**src/rtl/au_addsub_mw.sv**
```systemverilog
// Word-serial multi-word adder-subtractor: one WIDTH-bit chunk per cycle, LS chunk first.
// Optional signed-overflow output enabled by defining AU_ADDSUB_MW_OVF_EN.
module au_addsub_mw #(
    parameter int WIDTH = 8,
    parameter int NWORD = 4,
    parameter int ARCH  = 0
) (
    input  logic                     clk,
    input  logic                     rst_n,
    input  logic                     in_valid,
    output logic                     in_ready,
    input  logic [WIDTH*NWORD-1:0]   a,
    input  logic [WIDTH*NWORD-1:0]   b,
    input  logic                     ci,
    input  logic                     add_sub,
    output logic                     out_valid,
    input  logic                     out_ready,
    output logic [WIDTH*NWORD-1:0]   s,
    output logic                     co
`ifdef AU_ADDSUB_MW_OVF_EN
    ,
    output logic                     ovf
`endif
);

    localparam int N  = WIDTH * NWORD;
    localparam int CW = (NWORD > 1) ? $clog2(NWORD) : 1;

    localparam logic [1:0] IDLE = 2'd0;
    localparam logic [1:0] RUN  = 2'd1;
    localparam logic [1:0] DONE = 2'd2;

    logic [1:0]       state_r;
    logic [N-1:0]     a_r;
    logic [N-1:0]     b_r;
    logic             sub_r;
    logic             carry_r;
    logic [CW-1:0]    cnt_r;
    logic [N-1:0]     s_r;
    logic             co_r;
    logic             in_ready_r;
    logic             out_valid_r;

    logic [WIDTH-1:0] a_chunk_s;
    logic [WIDTH-1:0] b_chunk_s;
    logic [WIDTH-1:0] g_s;
    logic [WIDTH-1:0] p_s;
    logic             cin_s;
    logic [WIDTH:0]   c_s;
    logic [WIDTH-1:0] sum_s;
    logic             slice_co_s;
    logic             last_s;

    // Chunk operand selection; subtraction is a + ~b with the borrow folded into the carry-in
    always_comb begin
        a_chunk_s = a_r[cnt_r*WIDTH +: WIDTH];
        b_chunk_s = b_r[cnt_r*WIDTH +: WIDTH] ^ {WIDTH{sub_r}};
        g_s       = a_chunk_s & b_chunk_s;
        p_s       = a_chunk_s ^ b_chunk_s;
        cin_s     = carry_r ^ sub_r;
    end

    generate
        if (ARCH == 0) begin : g_serial
            // Serial prefix over generate/propagate pairs
            always_comb begin
                logic [WIDTH:0] c_v;
                c_v    = '0;
                c_v[0] = cin_s;
                for (int i = 0; i < WIDTH; i++) begin
                    c_v[i+1] = g_s[i] | (p_s[i] & c_v[i]);
                end
                c_s = c_v;
            end
        end else begin : g_parallel
            // Log-depth (Kogge-Stone) prefix with carry-in merged into bit 0
            always_comb begin
                logic [WIDTH-1:0] gg_v;
                logic [WIDTH-1:0] pp_v;
                gg_v    = g_s;
                pp_v    = p_s;
                gg_v[0] = g_s[0] | (p_s[0] & cin_s);
                for (int d = 1; d < WIDTH; d = d * 2) begin
                    for (int i = WIDTH - 1; i >= d; i--) begin
                        gg_v[i] = gg_v[i] | (pp_v[i] & gg_v[i-d]);
                        pp_v[i] = pp_v[i] & pp_v[i-d];
                    end
                end
                c_s = {gg_v, cin_s};
            end
        end
    endgenerate

    // Slice result; in subtract mode the outgoing carry is inverted into a borrow
    always_comb begin
        sum_s      = p_s ^ c_s[WIDTH-1:0];
        slice_co_s = c_s[WIDTH] ^ sub_r;
        last_s     = (cnt_r == CW'(NWORD - 1));
    end

`ifdef AU_ADDSUB_MW_OVF_EN
    logic ovf_r;

    // Signed overflow, evaluated when the top chunk is produced
    always_ff @(posedge clk or negedge rst_n) begin
        if (!rst_n) begin
            ovf_r <= 1'b0;
        end else if (state_r == RUN && last_s) begin
            ovf_r <= (a_r[N-1] == (b_r[N-1] ^ sub_r)) && (sum_s[WIDTH-1] != a_r[N-1]);
        end
    end

    assign ovf = ovf_r;
`endif

    // Control FSM, operand capture and per-chunk result write-back
    always_ff @(posedge clk or negedge rst_n) begin
        if (!rst_n) begin
            state_r     <= IDLE;
            a_r         <= '0;
            b_r         <= '0;
            sub_r       <= 1'b0;
            carry_r     <= 1'b0;
            cnt_r       <= '0;
            s_r         <= '0;
            co_r        <= 1'b0;
            in_ready_r  <= 1'b1;
            out_valid_r <= 1'b0;
        end else begin
            case (state_r)
                IDLE: begin
                    if (in_valid) begin
                        a_r        <= a;
                        b_r        <= b;
                        sub_r      <= add_sub;
                        carry_r    <= ci;
                        cnt_r      <= '0;
                        in_ready_r <= 1'b0;
                        state_r    <= RUN;
                    end
                end
                RUN: begin
                    s_r[cnt_r*WIDTH +: WIDTH] <= sum_s;
                    carry_r                   <= slice_co_s;
                    if (last_s) begin
                        co_r        <= slice_co_s;
                        cnt_r       <= '0;
                        out_valid_r <= 1'b1;
                        state_r     <= DONE;
                    end else begin
                        cnt_r <= cnt_r + CW'(1);
                    end
                end
                DONE: begin
                    if (out_ready) begin
                        out_valid_r <= 1'b0;
                        in_ready_r  <= 1'b1;
                        state_r     <= IDLE;
                    end
                end
                default: begin
                    out_valid_r <= 1'b0;
                    in_ready_r  <= 1'b1;
                    state_r     <= IDLE;
                end
            endcase
        end
    end

    assign in_ready  = in_ready_r;
    assign out_valid = out_valid_r;
    assign s         = s_r;
    assign co        = co_r;

endmodule

```
**config.mk**
```make
export PLATFORM = sky130hd
export DESIGN_NAME = au_addsub_mw
export DESIGN_NICKNAME = d
export VERILOG_FILES = /design/src/rtl/au_addsub_mw.sv
export SDC_FILE = /design/constraint.sdc
export NUM_CORES = 1
export LEC_CHECK = 0
export ABC_AREA = 1
export BUFFER_PORTS_ARGS = -buffer_cell sky130_fd_sc_hd__buf_4
export CORE_MARGIN = 3
export CORE_UTILIZATION = 30
export CTS_CLUSTER_DIAMETER = 200
export DETAILED_ROUTE_END_ITERATION = 10
export HOLD_SLACK_MARGIN = 0.02
export PLACE_DENSITY = 0.47
export SETUP_SLACK_MARGIN = 0.3
export SYNTH_ARGS = -nofsm -noshare
export SYNTH_HDL_FRONTEND = slang
export SYNTH_SLANG_ARGS = --single-unit
```
**constraint.sdc**
```tcl
create_clock -name clk -period 12.8 [get_ports clk]
set_input_delay 1.28 -clock clk [delete_from_list [all_inputs] [get_ports clk]]
set_output_delay 1.28 -clock clk [all_outputs]
set_load 0.01 [all_outputs]
```
==> flow_summary.ini <==
[yosys]
synth.avg_cell_area_sq_um = 8.05
synth_nets = 705
ys_warn_count = 0
ys_ff_latch = 105
syn_area_sq_um = 5000
postSynthCellCount = 621
ys_types = 23
seq_area_frac_synth = 0.526

[floorplan]
dieHeight_um = 135
core_area_sq_um = 16100
die_w_um = 135
initial_core_util = 0.310
rows = 46
ios = 105
die_area_sq_um = 18200

[global_route]
grt_antenna_before_repair = 0
overflow = 0
grt_max_degree = 69
first_global_vias = 4185
grtUsageTotal = 0.150
grt_first_pass_wirelength_mm = 21.6

[status]
status = finished clean

[routing]
avgRoutedWirePerCell_um = 14.3
viasPerCell = 4.50
ant_nets = 0
drt_pass1_iterations = 4
drt-initial-drc-count = 276
vias = 4188
drcViolationCount = 0
routed_wirelength_mm = 13.3

[sta]
period_share = 0.429
worstMarginPinSlew_ns = 1.02
maxSlewHeadroom = 0.319
min_period_ns = 5.49
hold_viol_final = 0
setup_tns_ns = 0
max_freq_mhz = 182
maxSlewViolCount = 0
setup-violations-final = 0
hold_ws_ns = 0.467
fin_skew_ns = 0.0103
rsz0062_at_grt = false

[final_layout]
area_growth_pct = 23.1
drive_gt1_frac = 0.187
finalNetCount = 794
final_core_util = 0.382
diodes = 0
mostFrequentLayoutCells = nand2_1, buf_4, dfrtp_1, nand3_1, o21ai_0
layout_commonest_cell = nand2_1

[clocking]
cts_tree = built
cts_max_path_buffers = 2
clk_latency_ns = 0.35
cts_hold_buf = 0
path_clk_slew_ns = 0.07
clock-sinks = 105
cts_buffers = 9
postCtsSetupBuffers = 0
htreeDepth = 3
cts_resized = 0
clockRootBuffer = clkbuf_16

[worst_hold_path]
hold_class = flop to flop
holdCritStartpoint = in_ready$_DFFE_PN1P_

[run]
max_cap_viol_count = 0

[setup_path]
path_class = flop to flop
worstPathRequired_ns = 13.07
crit_fanout = 48
crit_start = cnt_r[0]$_DFFE_PN0P_
timing.rr.start = cnt_r[0]$_DFFE_PN0P_
crit_path_start_kind = flop
crit_path_end_kind = flop
arrival_ns = 5.76

[pwr]
p_per_area_nw_per_um2 = 270
power.total_mw = 1.66
power.leakage_nw = 3.20
ir_drop_mv = 0.137

[placement]
port_buffers = 104
dp_hpwl_mm = 9.69
place_congestion = 0.798
-- stage by stage --
stage	instances	instance area [sq um]	setup slack [ns]
6_report	931	6150	7.31
5_1_grt	931	6150	6.94
4_1_cts	931	6150	7.30
3_5_place_dp	915	5880	7.32
3_3_place_gp	915	5880	7.48
2_1_floorplan	621	5000	8.06
-- worst max-delay path, stage by stage (launching register included) --
cell	delay, ns
dfrtp_1	0.37
buf_4	0.28
inv_2	0.48
nand2_1	0.12
nand3_1	0.11
nand2_1	0.07
nand2_1	0.06
nand2_1	0.08
fa_1	0.41
fa_1	0.42
fa_1	0.40
fa_1	0.41
fa_1	0.47
fa_1	0.47
fa_1	0.40
fa_1	0.46
nor2_1	0.16
nand2_1	0.08
o21ai_0	0.17
-- where the power goes --
part | switching (mW) | internal, mW
Sequential | 0.0981 | 0.462
Combinational | 0.561 | 0.279
Clock | 0.122 | 0.138
Total | 0.782 | 0.879
-- area by class of cell --
cell class	instances	area [sq um]
fill	1691	9960
sequential	105	2630
clock buffer	12	246
clock inverter	4	28.8
tap	216	270
multi-input combinational	466	2100
timing repair buffer	107	803
inverter	21	78.8
-- logic make-up (layout without fill, tap and decap cells) --
logic type,count (synthesis),after routing,share of synthesized area
and+or+nand+nor,411,411,0.329
DFF,105,105,0.526
buffers and inverters,50,144,0.0548
AOI/OAI and AO/OA,39,39,0.0400
adders and majority gates,14,14,0.0471
xor gates and xnor gates,2,2,0.00351
-- final timing paths --
kind                                               end  slack, ns  depth (start not counted)
max in group asynchronous          b_r[31]$_DFFE_PN0P_      10.67                          2
worst min-delay path              in_ready$_DFFE_PN1P_       0.47                          2
worst min register to register    in_ready$_DFFE_PN1P_       0.47                          2
worst max register to register       s[15]$_DFFE_PN0P_       7.31                         18
worst max-delay path                 s[15]$_DFFE_PN0P_       7.31                         18
min in group asynchronous       state_r[1]$_DFFE_PN0P_       0.97                          1
-- synth_stat cells --
cell type / count / share of area
nand2_1: 337 / 0.25
dfrtp_1: 104 / 0.52
nand3_1: 65 / 0.065
o21ai_0: 28 / 0.028
buf_2: 15 / 0.015
inv_1: 14 / 0.011
buf_4: 8 / 0.012
fa_1: 8 / 0.032
o21ai_1: 8 / 0.0080
ha_1: 6 / 0.015
inv_2: 6 / 0.0045
buf_6: 5 / 0.011
nor2_1: 3 / 0.0023
nor2_2: 3 / 0.0038
nand2_2: 2 / 0.0025
xnor2_1: 2 / 0.0035
a21oi_1: 1 / 0.0010
clkbuf_1: 1 / 0.00075
clkinv_1: 1 / 0.00075
dfstp_2: 1 / 0.0053
nand3_2: 1 / 0.0020
o211ai_1: 1 / 0.0015
o31ai_1: 1 / 0.0015
-- per-layer routing --
layer | vias to the layer above | share of wire | global-route usage
met5 | - | 0 | 0
met4 | 0 | 0.0099 | 0.0370
met3 | 7 | 0.045 | 0.0339
met2 | 88 | 0.47 | 0.243
met1 | 1974 | 0.47 | 0.206
li1 | 2119 | - | -
-- flip-flops by register name, summed over array words and instances (netlist names) --
name,flops
a_r,32
b_r,32
carry_r,1
cnt_r,2
co,1
in_ready,1
out_valid,1
s,32
state_r,2
sub_r,1
Power figures use the tool's default switching activity.
